**config.mk**
```make
export PLATFORM = sky130hd
export DESIGN_NAME = uart_rx_ctrl_flat
export DESIGN_NICKNAME = d
export VERILOG_FILES = /design/src/rtl/uart_pkg.sv /design/src/rtl/uart_rx_ctrl_if.sv /design/src/rtl/uart_baud_gen.sv /design/src/rtl/uart_rx_ctrl.sv /design/src/flat_wrapper.sv
export SDC_FILE = /design/constraint.sdc
export NUM_CORES = 1
export LEC_CHECK = 0
export ABC_AREA = 1
export BUFFER_PORTS_ARGS = -buffer_cell sky130_fd_sc_hd__buf_2
export CAP_MARGIN = 15
export CORE_ASPECT_RATIO = 0.75
export CORE_MARGIN = 3
export CORE_UTILIZATION = 50
export CTS_CLUSTER_DIAMETER = 100
export CTS_CLUSTER_SIZE = 8
export DETAILED_ROUTE_END_ITERATION = 7
export PLACE_DENSITY_LB_ADDON = 0.2
export SLEW_MARGIN = 40
export SYNTH_ARGS = -nofsm -noshare
export SYNTH_HDL_FRONTEND = slang
export SYNTH_SLANG_ARGS = --single-unit
```
**constraint.sdc**
```tcl
create_clock -name Clk -period 2.4 [get_ports Clk]
set_clock_uncertainty 0.2 [all_clocks]
set_input_delay 0 -clock Clk [delete_from_list [all_inputs] [get_ports Clk]]
set_output_delay 0 -clock Clk [all_outputs]
set_load 0.01 [all_outputs]
```
**src/rtl/uart_pkg.sv**
```systemverilog
// uart_pkg
// Shared UART types and helpers, used by the receive and transmit paths.
//   rx_state_t    : receiver FSM states
//   parity_mode_t : parity configuration (NONE / EVEN / ODD)
//   ERR_*         : bit positions inside the 4-bit receive error vector
//   calc_parity   : expected parity bit of up to 9 data bits
//   vote3         : 2-of-3 majority used for bit sampling
package uart_pkg;

    typedef enum logic [2:0] {
        IDLE       = 3'd0,
        START      = 3'd1,
        DATA       = 3'd2,
        PARITY     = 3'd3,
        STOP       = 3'd4,
        BREAK_WAIT = 3'd5
    } rx_state_t;

    typedef enum logic [1:0] {
        NONE = 2'd0,
        EVEN = 2'd1,
        ODD  = 2'd2
    } parity_mode_t;

    localparam int unsigned ERR_W       = 4;
    localparam int unsigned ERR_BREAK   = 0;
    localparam int unsigned ERR_PARITY  = 1;
    localparam int unsigned ERR_FRAME   = 2;
    localparam int unsigned ERR_OVERRUN = 3;

    // Unused upper bits must be zero-filled by the caller.
    function automatic logic calc_parity(input logic [8:0] data, input logic odd);
        calc_parity = (^data) ^ odd;
    endfunction

    function automatic logic vote3(input logic a, input logic b, input logic c);
        vote3 = (a & b) | (a & c) | (b & c);
    endfunction

endpackage

```
**src/rtl/uart_rx_ctrl_if.sv**
```systemverilog
// uart_rx_ctrl_if
// Valid/ready word channel between the UART receiver and its consumer.
//   Rx_Valid_Out : word held on Rx_Data_Out / Rx_Error_Out
//   Rx_Ready_In  : consumer takes the word when high together with valid
//   Rx_Data_Out  : received data, DATA_BITS wide
//   Rx_Error_Out : [0] break, [1] parity, [2] frame, [3] overrun
// master = receiver side, slave = consumer side.
interface uart_rx_ctrl_if #(
    parameter int DATA_BITS = 8
) ();

    logic                 Rx_Valid_Out;
    logic                 Rx_Ready_In;
    logic [DATA_BITS-1:0] Rx_Data_Out;
    logic [3:0]           Rx_Error_Out;

    modport master (
        output Rx_Valid_Out,
        output Rx_Data_Out,
        output Rx_Error_Out,
        input  Rx_Ready_In
    );

    modport slave (
        input  Rx_Valid_Out,
        input  Rx_Data_Out,
        input  Rx_Error_Out,
        output Rx_Ready_In
    );

endinterface

```
**src/rtl/uart_baud_gen.sv**
```systemverilog
// uart_baud_gen
// Divides Clk down to a one-cycle oversampling tick.
//   Clk, Rst_n : clock, asynchronous active-low reset
//   en         : count while high; counter is held at zero while low
//   clr        : restart the division period from zero
//   tick       : one-cycle pulse every DIV enabled cycles
module uart_baud_gen #(
    parameter int unsigned DIV = 10
) (
    input  logic Clk,
    input  logic Rst_n,
    input  logic en,
    input  logic clr,
    output logic tick
);

    localparam int unsigned CNT_W = (DIV > 1) ? $clog2(DIV) : 1;
    localparam logic [CNT_W-1:0] CNT_LAST = CNT_W'(DIV - 1);

    logic [CNT_W-1:0] cnt_r;

    // Division counter, restarted on clr and parked while disabled.
    always_ff @(posedge Clk or negedge Rst_n) begin
        if (!Rst_n) begin
            cnt_r <= {CNT_W{1'b0}};
        end else if (clr || !en) begin
            cnt_r <= {CNT_W{1'b0}};
        end else if (cnt_r == CNT_LAST) begin
            cnt_r <= {CNT_W{1'b0}};
        end else begin
            cnt_r <= cnt_r + CNT_W'(1);
        end
    end

    assign tick = en && !clr && (cnt_r == CNT_LAST);

endmodule

```
**src/rtl/uart_rx_ctrl.sv**
```systemverilog
// uart_rx_ctrl
// Oversampling UART receiver: synchronises the line, validates the start
// bit, majority-votes every bit, checks parity/stop bits, detects breaks and
// presents each frame on a valid/ready output register with sticky overrun.
//   Clk, Rst_n : clock, asynchronous active-low reset
//   Rx_In      : asynchronous serial line, idle high
//   rx_if      : master side of the word channel (valid/ready/data/error)
//   RTS        : receiver idle and output register free (registered)
//   Busy       : a frame is in progress (registered)
module uart_rx_ctrl
    import uart_pkg::*;
#(
    parameter int DATA_BITS     = 8,
    parameter int STOP_BITS     = 2,
    parameter int PARITY_MODE   = 1,
    parameter int MSB_FIRST     = 1,
    parameter int SYSCLOCK_FREQ = 100000000,
    parameter int BAUDRATE      = 9600,
    parameter int OVERSAMPLE    = 16
) (
    input  logic           Clk,
    input  logic           Rst_n,
    input  logic           Rx_In,
    uart_rx_ctrl_if.master rx_if,
    output logic           RTS,
    output logic           Busy
);

    localparam int BAUD_DIV = SYSCLOCK_FREQ / (OVERSAMPLE * BAUDRATE);
    localparam int MID      = OVERSAMPLE / 2;
    localparam int TICK_W   = $clog2(OVERSAMPLE);

    localparam logic [TICK_W-1:0] TICK_LAST = TICK_W'(OVERSAMPLE - 1);
    localparam logic [TICK_W-1:0] TICK_S0   = TICK_W'(MID - 1);
    localparam logic [TICK_W-1:0] TICK_S1   = TICK_W'(MID);
    localparam logic [TICK_W-1:0] TICK_S2   = TICK_W'(MID + 1);
    localparam logic [3:0]        BIT_LAST  = 4'(DATA_BITS - 1);
    localparam logic [1:0]        STOP_LAST = 2'(STOP_BITS - 1);
    localparam parity_mode_t      PAR_MODE  = parity_mode_t'(PARITY_MODE[1:0]);

    if (BAUD_DIV < 1) begin : g_bad_div
        $error("uart_rx_ctrl: SYSCLOCK_FREQ too low for BAUDRATE*OVERSAMPLE");
    end
    if (DATA_BITS < 5 || DATA_BITS > 9 || STOP_BITS < 1 || STOP_BITS > 2) begin : g_bad_fmt
        $error("uart_rx_ctrl: unsupported frame format");
    end
    if (OVERSAMPLE < 8 || (OVERSAMPLE % 2) != 0) begin : g_bad_os
        $error("uart_rx_ctrl: OVERSAMPLE must be even and at least 8");
    end

    // Line synchroniser and edge history
    logic rx_meta_r;
    logic rxs_r;
    logic rxs_d_r;

    // Frame FSM and datapath
    rx_state_t            state_r;
    logic                 busy_r;
    logic [TICK_W-1:0]    tick_cnt_r;
    logic                 samp_a_r;
    logic                 samp_b_r;
    logic [3:0]           bit_cnt_r;
    logic [1:0]           stop_cnt_r;
    logic [DATA_BITS-1:0] shreg_r;
    logic                 par_bit_r;
    logic                 frame_err_r;
    logic                 stop_one_r;

    // Output register
    logic                 valid_r;
    logic [DATA_BITS-1:0] data_out_r;
    logic [ERR_W-1:0]     err_out_r;
    logic                 rts_r;

    // Combinational helpers
    logic             baud_en_s;
    logic             baud_clr_s;
    logic             baud_tick_s;
    logic             start_fall_s;
    logic             vote_s;
    logic             bit_done_s;
    logic             frame_done_s;
    logic             frame_err_fin_s;
    logic             brk_s;
    logic             par_err_s;
    logic [ERR_W-1:0] err_new_s;

    // Two-flop synchroniser plus one history flop for falling-edge detection.
    always_ff @(posedge Clk or negedge Rst_n) begin
        if (!Rst_n) begin
            rx_meta_r <= 1'b1;
            rxs_r     <= 1'b1;
            rxs_d_r   <= 1'b1;
        end else begin
            rx_meta_r <= Rx_In;
            rxs_r     <= rx_meta_r;
            rxs_d_r   <= rxs_r;
        end
    end

    assign start_fall_s = (state_r == IDLE) && rxs_d_r && !rxs_r;
    assign baud_en_s    = (state_r != IDLE);
    assign baud_clr_s   = start_fall_s;

    uart_baud_gen #(
        .DIV (BAUD_DIV)
    ) u_baud_gen (
        .Clk   (Clk),
        .Rst_n (Rst_n),
        .en    (baud_en_s),
        .clr   (baud_clr_s),
        .tick  (baud_tick_s)
    );

    // Bit vote and end-of-frame classification (break wins over parity).
    always_comb begin
        vote_s          = vote3(samp_a_r, samp_b_r, rxs_r);
        bit_done_s      = baud_tick_s && (tick_cnt_r == TICK_S2);
        frame_done_s    = (state_r == STOP) && bit_done_s && (stop_cnt_r == STOP_LAST);
        frame_err_fin_s = frame_err_r | ~vote_s;
        brk_s           = (shreg_r == {DATA_BITS{1'b0}})
                          && ((PAR_MODE == NONE) || !par_bit_r)
                          && !stop_one_r && !vote_s;
        if (PAR_MODE != NONE) begin
            par_err_s = (calc_parity(9'(shreg_r), (PAR_MODE == ODD)) != par_bit_r) && !brk_s;
        end else begin
            par_err_s = 1'b0;
        end
        err_new_s              = 4'b0000;
        err_new_s[ERR_BREAK]   = brk_s;
        err_new_s[ERR_PARITY]  = par_err_s;
        err_new_s[ERR_FRAME]   = frame_err_fin_s | brk_s;
        err_new_s[ERR_OVERRUN] = 1'b0;
    end

    // Receive FSM: tick counting, sampling, shifting and frame sequencing.
    always_ff @(posedge Clk or negedge Rst_n) begin
        if (!Rst_n) begin
            state_r     <= IDLE;
            busy_r      <= 1'b0;
            tick_cnt_r  <= {TICK_W{1'b0}};
            samp_a_r    <= 1'b1;
            samp_b_r    <= 1'b1;
            bit_cnt_r   <= 4'd0;
            stop_cnt_r  <= 2'd0;
            shreg_r     <= {DATA_BITS{1'b0}};
            par_bit_r   <= 1'b0;
            frame_err_r <= 1'b0;
            stop_one_r  <= 1'b0;
        end else begin
            if (baud_tick_s) begin
                if (tick_cnt_r == TICK_LAST) begin
                    tick_cnt_r <= {TICK_W{1'b0}};
                end else begin
                    tick_cnt_r <= tick_cnt_r + TICK_W'(1);
                end
                if (tick_cnt_r == TICK_S0) begin
                    samp_a_r <= rxs_r;
                end
                if (tick_cnt_r == TICK_S1) begin
                    samp_b_r <= rxs_r;
                end
            end
            case (state_r)
                IDLE: begin
                    tick_cnt_r <= {TICK_W{1'b0}};
                    if (start_fall_s) begin
                        state_r <= START;
                        busy_r  <= 1'b1;
                    end
                end
                START: begin
                    if (bit_done_s) begin
                        if (vote_s) begin
                            state_r <= IDLE;
                            busy_r  <= 1'b0;
                        end else begin
                            state_r   <= DATA;
                            bit_cnt_r <= 4'd0;
                        end
                    end
                end
                DATA: begin
                    if (bit_done_s) begin
                        if (MSB_FIRST != 0) begin
                            shreg_r <= {shreg_r[DATA_BITS-2:0], vote_s};
                        end else begin
                            shreg_r <= {vote_s, shreg_r[DATA_BITS-1:1]};
                        end
                        if (bit_cnt_r == BIT_LAST) begin
                            state_r     <= (PAR_MODE != NONE) ? PARITY : STOP;
                            stop_cnt_r  <= 2'd0;
                            frame_err_r <= 1'b0;
                            stop_one_r  <= 1'b0;
                            par_bit_r   <= 1'b0;
                        end else begin
                            bit_cnt_r <= bit_cnt_r + 4'd1;
                        end
                    end
                end
                PARITY: begin
                    if (bit_done_s) begin
                        par_bit_r <= vote_s;
                        state_r   <= STOP;
                    end
                end
                STOP: begin
                    if (bit_done_s) begin
                        if (!vote_s) begin
                            frame_err_r <= 1'b1;
                        end
                        if (vote_s) begin
                            stop_one_r <= 1'b1;
                        end
                        // Finish at mid stop bit so the next start edge is caught.
                        if (stop_cnt_r == STOP_LAST) begin
                            if (brk_s) begin
                                state_r    <= BREAK_WAIT;
                                busy_r     <= 1'b1;
                                tick_cnt_r <= {TICK_W{1'b0}};
                            end else begin
                                state_r <= IDLE;
                                busy_r  <= 1'b0;
                            end
                        end else begin
                            stop_cnt_r <= stop_cnt_r + 2'd1;
                        end
                    end
                end
                BREAK_WAIT: begin
                    // Need a full bit time of uninterrupted idle-high line.
                    if (!rxs_r) begin
                        tick_cnt_r <= {TICK_W{1'b0}};
                    end else if (baud_tick_s && (tick_cnt_r == TICK_LAST)) begin
                        state_r <= IDLE;
                        busy_r  <= 1'b0;
                    end
                end
                default: begin
                    state_r <= IDLE;
                    busy_r  <= 1'b0;
                end
            endcase
        end
    end

    // Output word register with sticky overrun until the held word is taken.
    always_ff @(posedge Clk or negedge Rst_n) begin
        if (!Rst_n) begin
            valid_r    <= 1'b0;
            data_out_r <= {DATA_BITS{1'b0}};
            err_out_r  <= 4'b0000;
        end else if (frame_done_s && (!valid_r || rx_if.Rx_Ready_In)) begin
            valid_r    <= 1'b1;
            data_out_r <= shreg_r;
            err_out_r  <= err_new_s;
        end else if (frame_done_s) begin
            err_out_r[ERR_OVERRUN] <= 1'b1;
        end else if (valid_r && rx_if.Rx_Ready_In) begin
            valid_r                <= 1'b0;
            err_out_r[ERR_OVERRUN] <= 1'b0;
        end
    end

    // Ready-to-send flag: idle and the output register can take a word.
    always_ff @(posedge Clk or negedge Rst_n) begin
        if (!Rst_n) begin
            rts_r <= 1'b0;
        end else begin
            rts_r <= (state_r == IDLE) && (!valid_r || rx_if.Rx_Ready_In);
        end
    end

    assign rx_if.Rx_Valid_Out = valid_r;
    assign rx_if.Rx_Data_Out  = data_out_r;
    assign rx_if.Rx_Error_Out = err_out_r;
    assign RTS                = rts_r;
    assign Busy               = busy_r;

endmodule
```
**src/flat_wrapper.sv**
```systemverilog
// flat-port wrapper written by rule: the top's interface ports become plain ports
module uart_rx_ctrl_flat import uart_pkg::*;
#(
    parameter int DATA_BITS     = 8,
    parameter int STOP_BITS     = 2,
    parameter int PARITY_MODE   = 1,
    parameter int MSB_FIRST     = 1,
    parameter int SYSCLOCK_FREQ = 100000000,
    parameter int BAUDRATE      = 9600,
    parameter int OVERSAMPLE    = 16
)
  (Clk, Rst_n, Rx_In, RTS, Busy, rx_if_Rx_Valid_Out, rx_if_Rx_Data_Out, rx_if_Rx_Error_Out, rx_if_Rx_Ready_In);
  uart_rx_ctrl_if #(.DATA_BITS(DATA_BITS)) rx_if_i ();
  input  logic Clk;
  input  logic Rst_n;
  input  logic Rx_In;
  output logic RTS;
  output logic Busy;
  output wire logic [$bits(rx_if_i.Rx_Valid_Out)-1:0] rx_if_Rx_Valid_Out;
  output wire logic [$bits(rx_if_i.Rx_Data_Out)-1:0] rx_if_Rx_Data_Out;
  output wire logic [$bits(rx_if_i.Rx_Error_Out)-1:0] rx_if_Rx_Error_Out;
  input wire logic [$bits(rx_if_i.Rx_Ready_In)-1:0] rx_if_Rx_Ready_In;
  assign rx_if_Rx_Valid_Out = rx_if_i.Rx_Valid_Out;
  assign rx_if_Rx_Data_Out = rx_if_i.Rx_Data_Out;
  assign rx_if_Rx_Error_Out = rx_if_i.Rx_Error_Out;
  assign rx_if_i.Rx_Ready_In = rx_if_Rx_Ready_In;
  uart_rx_ctrl #(.DATA_BITS(DATA_BITS), .STOP_BITS(STOP_BITS), .PARITY_MODE(PARITY_MODE), .MSB_FIRST(MSB_FIRST), .SYSCLOCK_FREQ(SYSCLOCK_FREQ), .BAUDRATE(BAUDRATE), .OVERSAMPLE(OVERSAMPLE)) u_core (.Clk(Clk), .Rst_n(Rst_n), .Rx_In(Rx_In), .rx_if(rx_if_i), .RTS(RTS), .Busy(Busy));
endmodule
```
## After elaboration in Yosys (flattened, before gate mapping)

Index checks and enable logic that the tools add are counted.

- Add/sub/neg operators: 4
- Multipliers: 0
- Div/mod/pow operators: 0
- Order comparisons: 0
- Equal/unequal tests: 29
- Shift-type cells: 0
- Mux-type cells: 55
- Bitwise logic cells: 9
- Reductions and logical operators: 46

Operators by type and width:

| operator | count |
|---|---|
| 4-bit 2-to-1 mux | 10 |
| 3-bit 2-to-1 mux | 10 |
| 1-bit 2-to-1 mux | 20 |
| 10-bit 2-to-1 mux | 2 |
| 5-bit AND reduction | 4 |
| 2-bit by 1-bit inequality test with 1-bit output, second input constant | 9 |
| 3-bit case mux with 6 select lines | 1 |
| 1-bit logical AND | 15 |
| 2-bit inequality test, second input constant | 7 |
| 4-bit == test, second input constant | 3 |
| 4-bit case mux with 3 select lines | 1 |
| 10-bit by 1-bit adder with 10-bit output, second input constant | 1 |
| 10-bit == test, second input constant | 1 |
| 2-bit 2-to-1 mux | 5 |
| 9-bit AND reduction | 1 |
| 9-bit parity | 1 |
| 4-bit by 1-bit adder with 4-bit output, second input constant | 2 |
| 4-bit by 3-bit == test with 1-bit output, second input constant | 2 |
| 1-bit logical NOT | 8 |
| 8-bit logical NOT | 1 |
| 4-bit case mux with 2 select lines | 1 |
| 2-bit AND reduction | 4 |
| 8-bit AND reduction | 1 |
| 2-bit nonzero test | 4 |
| 17 further kinds | 29 |

- Flip-flop bits (word level): 54
- Bits in latches: 0
- RAM bits: 0
- Bits in read-only memories: 0
- Input port bits: 4
- Output and inout bits: 15
- Logic and storage cells: 163
- Memories kept: 0

## Longest topological paths before layout

Gate-level depths: netlist of the first run.

- Depth in word-level cells: 12
- Depth in mapped cells: 11

## Cells and area by module

From an unflattened synthesis of the first run, not the netlist that was laid out.

- Cells, all modules: 366
- Area total of the unflattened synthesis: 3001.6 um2

Modules (own cells, without submodules):

| module | instances | cells each | area an instance (um2) | sequential area each (um2) |
|---|---|---|---|---|
| uart_rx_ctrl | 1 | 285 | 2396.0 | 1107.3 |
| uart_baud_gen | 1 | 81 | 605.6 | 250.2 |

## Worst setup path after synthesis of the first run

Ideal clock, no wire load.

- Kind: register to register
- Start: register u_core.u_baud_gen.cnt_r[0]
- End: register u_core.state_r[0]
- Library setup time: 0.117 ns
- Data arrival time: 1.505 ns
- Slack: 0.578 ns
- Cell stages (with the launch flop): 12
- Buffers on the path: 0
- Path through: dfrtp_1 inv_1 ha_1 inv_1 nor2_1 nand2_1 nor2_1 nand4_1 a21oi_2 nand2_1 nand2_1 nand2_1

- Cells in the longest elaborated chain, start to end: 5

RTL lines:

| element | line | source |
|---|---|---|
| start, declared | uart_baud_gen.sv:20 | `logic [CNT_W-1:0] cnt_r;` |
| start signal, assigned | uart_baud_gen.sv:25 | `cnt_r <= {CNT_W{1'b0}};` |
| start signal, assigned | uart_baud_gen.sv:27 | `cnt_r <= {CNT_W{1'b0}};` |
| start signal, assigned | uart_baud_gen.sv:29 | `cnt_r <= {CNT_W{1'b0}};` |
| 10-bit == test (*) | uart_baud_gen.sv:35 | `assign tick = en && !clr && (cnt_r == CNT_LAST);` |
| 1-bit logical AND (*) | uart_baud_gen.sv:35 |  |
| 1-bit logical AND, on equally long branches | uart_rx_ctrl.sv:234, uart_rx_ctrl.sv:118 |  |
| 2-bit by 1-bit inequality test with 1-bit output (no line) | n/a |  |
| 9-bit AND reduction (no line) (*) | n/a |  |
| end signal, assigned | uart_rx_ctrl.sv:191 | `state_r <= (PAR_MODE != NONE) ? PARITY : STOP;` |
| end, declared | uart_rx_ctrl.sv:57 | `rx_state_t state_r;` |

Mark *: on every way between the ends. The rest lies on a longest branch, timed or not.
A chain may end at the register's enable or synchronous reset.

## Worst setup path after layout of the first run

- Start: register u_core.u_baud_gen.cnt_r[0]
- End: register u_core.busy_r (netlist: u_core.Busy)

- Cells in the longest elaborated chain, start to end: 5

RTL lines:

| element | line | source |
|---|---|---|
| 10-bit == test (*) | uart_baud_gen.sv:35 |  |
| 1-bit logical AND (*) | uart_baud_gen.sv:35 |  |
| 1-bit logical AND, on equally long branches | uart_rx_ctrl.sv:234, uart_rx_ctrl.sv:118 |  |
| 2-bit by 1-bit inequality test with 1-bit output (no line) | n/a |  |
| 8-bit AND reduction (no line) (*) | n/a |  |
| end signal, assigned | uart_rx_ctrl.sv:223 | `busy_r <= 1'b0;` |
| end signal, assigned | uart_rx_ctrl.sv:236 | `busy_r <= 1'b0;` |
| end signal, assigned | uart_rx_ctrl.sv:241 | `busy_r <= 1'b0;` |
| end, declared | uart_rx_ctrl.sv:58 | `logic busy_r;` |

Marks and branches as above.

==> qor.yml, run 1 <==
sta:
  worst_pin_slew_ns: 0.461
  tns_ns: 0
  fmax_ghz: 0.480
  fin_crit_ns: 2.08
  holdWs_ns: 0.0638
  rsz0062_at_grt: "no"
  finalHoldViolCount: 0
  slew_violations: 0
  setup_slack_ns: 0.315
  finalSetupViolations: 0
  fin_crit_sh_pct: 86.9
  slew_headroom_pct: 69.2
placement:
  io_buffers: 18
  dpl_worst_slack_ns: 0.362
  dp.cells: 425
  dp_hpwl_um: 3910
  place_congestion: 0.827
  placed_area_mm2: 0.00306
route:
  antenna_left: 0
  avgRoutedWirePerCell_um: 12.3
  viasPerCell: 4.97
  routed_wl_um: 5390
  vias: 2172
  drc: 0
  first_pass_iters: 5
  drtIter0Drc: 168
setup_path:
  arrival_ns: 2.08
  critPathKind: "flop to flop"
  worstReg2RegEnd: "u_core.Busy"
  required_ns: 2.40
  reg2reg_depth: 11
  cp-end-kind: "flop"
  critPathMaxFanout: 6
  start_kind: "flop"
  rr_startpoint: "u_core.u_baud_gen.cnt_r[0]"
  r2r_slack_ns: 0.32
die:
  fp.dieArea_mm2: 0.00675
  num_rows: 23
  die_x_um: 93.9
  die_y_um: 71.9
  initial_utilization_pct: 53.0
  coreArea_mm2: 0.00547
  pin_count: 19
logic_synthesis:
  ys_top_cells_by_area: "dfrtp_1, nand2_1, inv_1"
  yosys.area.top_type: "dfrtp_1"
  synth_nets: 349
  synth_top_cells_by_count: "nand2_1, dfrtp_1, inv_1"
  synth_flop_cell: "dfrtp_1"
  ys_seq_area_share_pct: 46.8
  synthesis.area_mm2: 0.00290
  syn-mean-instance-area_um2: 8.68
  synth_edf_count: 0
  syn_inst: 334
  ys_warn_count: 0
  synth_top_area_share_pct: 42.3
  async_reset_ff_share_pct: 100
  yosys.cell_types.count: 30
  ys_ff_latch: 54
  yosysMostFrequentCell: "nand2_1"
finish:
  drive_gt1_share_pct: 20.7
  syn_to_final_growth_pct: 9.80
  fin_util_pct: 58.2
  n_fill_cell: 502
  final_area_mm2: 0.00318
  fin_cells: 437
  final_nets: 376
  diodes: 0
power_and_ir_drop:
  p_switching_mw: 0.825
  peakVddDrop_mv: 0.468
  clock_power_share_pct: 22.8
  p_per_area_mw_per_mm2: 712
  power_mw: 2.26
  leakage_nw: 1.58
  p_sw_share_pct: 36.4
  intPower_mw: 1.44
  sequentialPowerShare_pct: 48.8
  combPwrFrac_pct: 28.4
clocking:
  ctsHoldBuffers: 4
  clock-sinks: 54
  cts_made_buffers: 5
  cts_tree: "done"
  post_cts_buffers: 0
  clk_pin_slew_ns: 0.09
  h-tree-depth: 2
  clockBufferDepth: 2
  root_buffer: "clkbuf_8"
  ctsResizeCount: 0
  clk_latency_ns: 0.30
worst_hold_path:
  hp-class: "input port to asynchronous set/reset pin"
flow_run:
  maxCapViolations: 0
global_route:
  grt_first_pass_wirelength_um: 9190
  grt_overflow_total: 0
  grt_start_max_net_pins: 38
  antenna_found_initial: 0
  grt_pass1_vias: 1965
  grtUsageTotal_pct: 17.1
run_status:
  status: "completed"
-- worst max-delay path, stage by stage (launching register included) --
cell and delay [ns]:
dfrtp_1 0.43, inv_1 0.09, ha_1 0.16, inv_1 0.04, nor2_1 0.08, nand2_1 0.05
nor2_1 0.13, nand4_1 0.28, o21ai_1 0.31, nand2_1 0.08, nand2_1 0.06, nand2_1 0.05
-- worst max path at each step --
stage	endpoint	depth (start not counted)	slack [ns]	startpoint
after floorplan	u_core.state_r[0]	11	0.58	u_core.u_baud_gen.cnt_r[0]
after global placement	u_core.rx_if.Rx_Data_Out[1]	9	0.36	u_core.u_baud_gen.cnt_r[0]
after detailed placement	u_core.rx_if.Rx_Data_Out[7]	9	0.36	u_core.u_baud_gen.cnt_r[0]
after CTS	u_core.rx_if.Rx_Data_Out[1]	9	0.35	u_core.u_baud_gen.cnt_r[0]
after global routing	u_core.par_bit_r	11	0.12	u_core.u_baud_gen.cnt_r[0]
final	u_core.Busy	11	0.32	u_core.u_baud_gen.cnt_r[0]
-- per-layer routing --
metal	track usage, %	vias to the layer above	wire [µm]
li1	-	1118	-
met1	26.9	997	2950
met2	23.8	52	2160
met3	3.83	5	232
met4	4.49	0	44
met5	0	-	0
-- logic make-up (layout without fill, tap and decap cells) --
family / after synthesis / after routing / share of synthesized area [%]
xor+xnor: 10 / 10 / 3.02
fa+ha+maj: 11 / 11 / 4.75
simple gates: 163 / 163 / 27.3
buf+inv: 49 / 77 / 7.12
compound gates: 47 / 47 / 11.0
flops: 54 / 54 / 46.8
-- power by group through the flow --
stage                     sequential [mW]  combinational (mW)  clock [mW]
final                                1.10               0.644       0.516
after global routing                 1.12               0.730       0.560
after CTS                            1.10               0.640       0.533
after detailed placement             1.12               0.629           0
after global placement               1.12               0.620           0
after floorplan                      1.10               0.488           0
-- layout by cell type, fill, tap and decap left out, types with 9 or more instances in the layout --
master	n
o21ai_0	9
a21oi_1	11
nor2_1	27
o21ai_2	17
ha_1	11
nand2_1	83
nand3_1	19
dfrtp_1	49
buf_2	19
inv_1	43
-- final cells by class --
cell class / instances / area (µm²) / share of cell area (%)
timing repair buffer: 23 / 133 / 4.17
clock inverter: 1 / 5.00 / 0.157
tap: 75 / 93.8 / 2.95
multi-input combinational: 231 / 1330 / 41.9
clock buffer: 7 / 86.3 / 2.71
inverter: 46 / 173 / 5.43
sequential: 54 / 1360 / 42.7
-- state kept, by name, summed over array words and instances, names as in the netlist --
name / cells
u_core.RTS: 1
u_core.par_bit_r: 1
u_core.Busy: 1
u_core.rx_if.Rx_Data_Out: 8
u_core.rxs_d_r: 1
u_core.shreg_r: 8
u_core.samp_b_r: 1
u_core.bit_cnt_r: 4
u_core.stop_one_r: 1
u_core.tick_cnt_r: 4
u_core.stop_cnt_r: 2
u_core.rx_if.Rx_Valid_Out: 1
u_core.u_baud_gen.cnt_r: 10
u_core.rxs_r: 1
u_core.samp_a_r: 1
u_core.rx_meta_r: 1
u_core.frame_err_r: 1
u_core.state_r: 3
u_core.rx_if.Rx_Error_Out: 4
Note: power is estimated with default switching activity, not from simulation.
==> run 2: changes to the inputs <==
Settings changed: ABC_AREA 1 to not set.
==> run 2 against run 1 <==
  * Via count shrank 5.2%
  * Flip-flop and latch count is the same
  * Register-to-register slack lost 0.096 ns
  * Largest cell class unchanged
  * Highest routed layer unchanged
==> qor.yml, run 2 <==
global_route:
  antenna_found_initial: 0  # unchanged
  grtUsageTotal_pct: 17.3  # +0.17 points
  grt_pass1_vias: 1910  # -2.8%
  grt_overflow_total: 0  # unchanged
  grt_first_pass_wirelength_um: 9100  # -0.97%
  grt_start_max_net_pins: 55  # +45%
setup_path:
  critPathKind: "flop to flop"
  arrival_ns: 2.17  # +0.09 ns
  cp-end-kind: "flop"
  required_ns: 2.39  # about the same
  start_kind: "flop"
  critPathMaxFanout: 7  # +1
die:
  die_y_um: 70.0  # -2.7%
  die_x_um: 91.3  # -2.7%
  initial_utilization_pct: 53.6  # +0.64 points
  num_rows: 22  # -4.3%
  pin_count: 19  # unchanged
  coreArea_mm2: 0.00509  # -6.9%
  fp.dieArea_mm2: 0.00640  # -5.3%
finish:
  seq_area_mm2: 0.00136  # unchanged
  diodes: 0  # unchanged
  regMostFlops: "u_core.u_baud_gen.cnt_r"
  most-common-layout-cells: "dfrtp_1, nand2_1, o21ai_0"
  drive_gt1_share_pct: 15.3  # -5.5 points
  final_nets: 322  # -14%
  n_fill_cell: 440  # -12%
  fin_cells: 380  # -13%
  multi_input_area_mm2: 0.00127  # -4.4%
  largest_reg_flops: 10  # unchanged
  final_common_cell: "dfrtp_1"
  syn_to_final_growth_pct: 12.6
sta:
  tns_ns: 0  # unchanged
  fmax_ghz: 0.459  # -4.4%
  rsz0062_at_grt: "no"
  finalHoldViolCount: 0  # unchanged
  fin_crit_ns: 2.18  # +0.0956 ns
  slew_violations: 0  # unchanged
  worst_pin_slew_ns: 0.644  # +0.183 ns
  setup_slack_ns: 0.220  # -0.0956 ns
  holdWs_ns: 0.126  # +0.0620 ns
  finalSetupViolations: 0  # unchanged
  slew_headroom_pct: 57.1  # -12 points
  fin_crit_sh_pct: 90.9  # +4.0 points
clocking:
  ctsHoldBuffers: 3  # -1
  clockBufferDepth: 2  # unchanged
  post_cts_buffers: 0  # unchanged
  clk_latency_ns: 0.31  # about the same
  clk_pin_slew_ns: 0.10  # about the same
  root_buffer: "clkbuf_8"
  clock-sinks: 54  # unchanged
  cts_tree: "done"
  cts_made_buffers: 5  # unchanged
  ctsResizeCount: 0  # unchanged
  h-tree-depth: 2  # unchanged
logic_synthesis:
  synth_edf_count: 0  # unchanged
  synth_nets: 295  # -15%
  ys_warn_count: 0  # unchanged
  yosys.cell_types.count: 51  # +70%
  syn-mean-instance-area_um2: 9.75  # +12%
  synth_flop_cell: "dfrtp_1"
  async_reset_ff_share_pct: 100  # unchanged
  ys_ff_latch: 54  # unchanged
  syn_inst: 280  # -16%
  synthesis.area_mm2: 0.00273  # -5.7%
  yosysMostFrequentCell: "dfrtp_1"
  yosys.area.top_type: "dfrtp_1"
  ys_seq_area_share_pct: 49.7  # +2.9 points
  synth_top_area_share_pct: 44.9  # +2.6 points
  ys_top_cells_by_area: "dfrtp_1, nand2_1, ha_1"
  synth_top_cells_by_count: "dfrtp_1, nand2_1, o21ai_0"
flow_run:
  maxCapViolations: 0  # unchanged
route:
  first_pass_iters: 4  # -1
  drc: 0  # unchanged
  avgRoutedWirePerCell_um: 13.6  # +11%
  drtIter0Drc: 160  # -4.8%
  routed_wl_um: 5180  # -3.8%
  viasPerCell: 5.42  # +9.1%
  antenna_left: 0  # unchanged
  vias: 2060  # -5.2%
run_status:
  status: "completed"
power_and_ir_drop:
  peakVddDrop_mv: 0.474  # +1.2%
  p_per_area_mw_per_mm2: 667  # -6.3%
  leakage_nw: 1.39  # -12%
placement:
  place_congestion: 0.876  # +5.9%
  dpl_worst_slack_ns: 0.241  # -0.120 ns
  dp_hpwl_um: 3860  # -1.4%
  io_buffers: 18  # unchanged
  dp.cells: 369  # -13%
worst_hold_path:
  hp-class: "input port to asynchronous set/reset pin"
## run 2: through the flow
step	power, mW	utilization, %	instance area, µm²
finish	2.05	60.4	3080
global route	2.19	60.4	3080
CTS	2.08	60.4	3080
detailed placement	1.45	57.5	2930
global placement	1.45	57.5	2930
floorplan	1.32	-	2730
## run 2: cell type report
type / count / share of cell area [%]
well taps: 72 / 2.93
inverters: 15 / 1.83
flip-flops and latches: 54 / 44.1
clock buffers: 5 / 2.24
multi-input cells: 202 / 41.4
clock inverters: 3 / 1.59
repair buffers: 29 / 5.86
## run 2: power breakdown
group          leakage, nW  internal [mW]  switching [mW]
Clock               0.0563          0.318           0.302
Sequential           0.712          0.977          0.0610
Combinational        0.620          0.142           0.252
## run 2: critical path, stage by stage, from the launching register on
cell and delay [ns]:
dfrtp_1 0.47, or3_1 0.45, and4_1 0.32, nand2_1 0.22
nor2_1 0.11, o2bb2a_1 0.30
## run 2: path summary, 6_finish.rpt
check	start	to	slack, ns	depth (start not counted)
worst max-delay path	u_core.state_r[2]	u_core.stop_one_r	0.22	5
worst min register to register	u_core.rx_meta_r	u_core.rxs_r	0.16	0
max in group asynchronous	Rst_n	u_core.RTS	1.43	3
worst max register to register	u_core.state_r[2]	u_core.stop_one_r	0.22	5
min in group Clk	Rx_In	u_core.rx_meta_r	0.15	2
worst min-delay path	Rst_n	u_core.shreg_r[3]	0.13	3
## run 2: layer usage
metal  global-route usage (%)  part of all wire, %
met5                        0                    0
met4                     2.51                 0.19
met3                     4.52                  5.9
met2                     24.6                   41
met1                     26.9                   53
## run 2: kinds of logic (layout without fill, tap and decap cells)
logic type,Yosys count,count (layout),synth area share [%]
AND/OR/NAND/NOR,116,116,22.1
buffers and inverters,24,52,3.62
multiplexers,4,4,1.56
flip-flops,54,54,49.7
AO/OA/AOI/OAI,57,57,13.4
XOR/XNOR,13,13,4.17
adder cells (fa/ha/maj),12,12,5.45
==> run 3: changes to the inputs <==
Settings changed: CORE_UTILIZATION 50 to 55.
==> run 3 against run 2 <==
  * Via count decreased by 0.87%
  * Flip-flop and latch count unchanged
  * Combinational power increased by 4%
  * Utilization increased by 5.9 points
  * Register-to-register slack got worse by 0.02 ns
  * Wire length decreased by 0.35%
  * Worst setup slack got worse by 0.021 ns
  * Die area decreased by 8.4%
  * Critical path type unchanged
  * Largest cell class unchanged
==> qor.yml, run 3 (synthesized netlist as in run 2, its figures left out) <==
sta:
  finalHoldViolCount: 0  # unchanged
  fin_crit_sh_pct: 91.7  # +0.90 points
  worst_pin_slew_ns: 0.560  # -0.0843 ns
  fin_crit_ns: 2.20  # +0.0215 ns
  tns_ns: 0  # unchanged
  slew_headroom_pct: 62.3  # +5.3 points
  rsz0062_at_grt: "no"
  finalSetupViolations: 0  # unchanged
  fmax_ghz: 0.454  # -0.98%
  slew_violations: 0  # unchanged
power_and_ir_drop:
  peakVddDrop_mv: 0.521  # +10%
  combPwrFrac_pct: 20.0  # +0.8 points
  clock_power_share_pct: 29.4  # -0.8 points
  p_sw_share_pct: 29.7  # -0.27 points
  p_per_area_mw_per_mm2: 668  # +0.12%
  intPower_mw: 1.44  # +0.21%
  sequentialPowerShare_pct: 50.6  # about the same
  leakage_nw: 1.39  # +0.33%
  power_mw: 2.05  # -0.17%
  p_switching_mw: 0.609  # -1.1%
global_route:
  grt_overflow_total: 0  # unchanged
  antenna_found_initial: 0  # unchanged
  grt_first_pass_wirelength_um: 9050  # -0.62%
  grt_pass1_vias: 1861  # -2.6%
  grtUsageTotal_pct: 20.0  # +2.7 points
  grt_start_max_net_pins: 45  # -18%
die:
  initial_utilization_pct: 59.1  # +5.4 points
  die_y_um: 67.0  # -4.3%
  num_rows: 21  # -4.5%
  pin_count: 19  # unchanged
  fp.dieArea_mm2: 0.00586  # -8.4%
  die_x_um: 87.4  # -4.4%
  coreArea_mm2: 0.00462  # -9.2%
clocking:
  clock-sinks: 54  # unchanged
  h-tree-depth: 2  # unchanged
  clk_pin_slew_ns: 0.10  # about the same
  root_buffer: "clkbuf_8"
  clk_latency_ns: 0.30  # about the same
  cts_made_buffers: 5  # unchanged
  clockBufferDepth: 2  # unchanged
  post_cts_buffers: 0  # unchanged
  cts_tree: "done"
setup_path:
  cp-end-kind: "flop"
  critPathKind: "flop to flop"
  worstReg2RegEnd: "u_core.Busy"
  rr_startpoint: "u_core.u_baud_gen.cnt_r[5]"
  critPathMaxFanout: 5  # -2
  arrival_ns: 2.22  # +0.05 ns
  reg2reg_depth: 5  # unchanged
  required_ns: 2.42  # +0.03 ns
  start_kind: "flop"
  r2r_slack_ns: 0.20  # -0.02 ns
finish:
  most-common-layout-cells: "dfrtp_1, nand2_1, o21ai_0"
  final_common_cell: "dfrtp_1"
  n_fill_cell: 367  # -17%
  final_nets: 324  # +0.62%
  regMostFlops: "u_core.u_baud_gen.cnt_r"
  largest_reg_flops: 10  # unchanged
  diodes: 0  # unchanged
  seq_area_mm2: 0.00136  # unchanged
  syn_to_final_growth_pct: 12.3
  multi_input_area_mm2: 0.00127  # unchanged
  drive_gt1_share_pct: 15.2  # -0.098 points
route:
  drtIter0Drc: 91  # -43%
  viasPerCell: 5.56  # +2.6%
  routed_wl_um: 5170  # -0.35%
  avgRoutedWirePerCell_um: 14.1  # +3.2%
  antenna_left: 0  # unchanged
  drc: 0  # unchanged
  first_pass_iters: 4  # unchanged
  vias: 2042  # -0.87%
worst_hold_path:
  hp-class: "input port to asynchronous set/reset pin"
placement:
  io_buffers: 18  # unchanged
  dp_hpwl_um: 3820  # -1.1%
  place_congestion: 0.845  # -3.5%
flow_run:
  maxCapViolations: 0  # unchanged
run_status:
  status: "completed"
[run 3: changes by cell type in the layout (fill, tap and decap cells not counted)]
cell,delta
clkbuf_1,+1
buf_4,+1
inv_8,-1
dlygate4sd3_1,+1
[run 3: how the worst max path moves through the flow]
stage               slack (ns)                    to                        from  cells past startpoint
global route              0.07           u_core.Busy  u_core.u_baud_gen.cnt_r[5]                      5
finish                    0.20           u_core.Busy  u_core.u_baud_gen.cnt_r[5]                      5
CTS                       0.19  u_core.tick_cnt_r[3]                u_core.rxs_r                      5
floorplan                 0.35  u_core.tick_cnt_r[3]  u_core.u_baud_gen.cnt_r[5]                      6
detailed placement        0.21  u_core.tick_cnt_r[3]                u_core.rxs_r                      5
global placement          0.28  u_core.tick_cnt_r[3]  u_core.u_baud_gen.cnt_r[5]                      5
[run 3: what timing repair did]
action	in CTS	in global routing
gates resized for setup	0	0
hold buffers	4	0
endpoints found under the setup margin	0	0
endpoints found under the hold margin	53	0
[run 3: per-stage QoR]
step / cell area (µm²) / setup slack (ns) / instances / hold slack, ns / utilization (%)
2_1_floorplan: 2730 / 0.350 / 280 / -0.496 / -
3_3_place_gp: 2920 / 0.275 / 355 / -0.326 / 63.1
3_5_place_dp: 2920 / 0.209 / 355 / -0.327 / 63.1
4_1_cts: 3070 / 0.194 / 367 / 0.126 / 66.3
5_1_grt: 3070 / 0.0659 / 367 / 0.128 / 66.3
6_report: 3070 / 0.198 / 367 / 0.107 / 66.3
[run 3: power by group through the flow]
| stage | Combinational, mW | Sequential, mW | Clock (mW) |
|---|---|---|---|
| floorplan | 0.281 | 1.04 | 0 |
| global placement | 0.394 | 1.05 | 0 |
| detailed placement | 0.404 | 1.05 | 0 |
| CTS | 0.410 | 1.04 | 0.625 |
| global route | 0.455 | 1.05 | 0.663 |
| finish | 0.409 | 1.04 | 0.602 |
[run 3: cell type report]
cell class | count | area share (%)
Multi-Input combinational cell | 202 | 41.6
Sequential cell | 54 | 44.2
Inverter | 15 | 1.84
Tap cell | 57 | 2.32
Timing Repair Buffer | 31 | 6.44
Clock buffer | 6 | 2.37
Clock inverter | 2 | 1.22
[run 3: metal layers]
metal  up-vias  share of wire, %  track usage (%)
li1       1042                 -                -
met1       937                52             30.1
met2        55                42             28.1
met3         8               5.0             4.82
met4         0               1.2             5.94
met5         -                 0                0
[run 3: critical path: stages (launching register included)]
cell and delay, ns:
dfrtp_1 0.44, nor4b_4 0.42, nand3_1 0.15, a2111o_1 0.44
or3_1 0.35, o2111ai_1 0.12
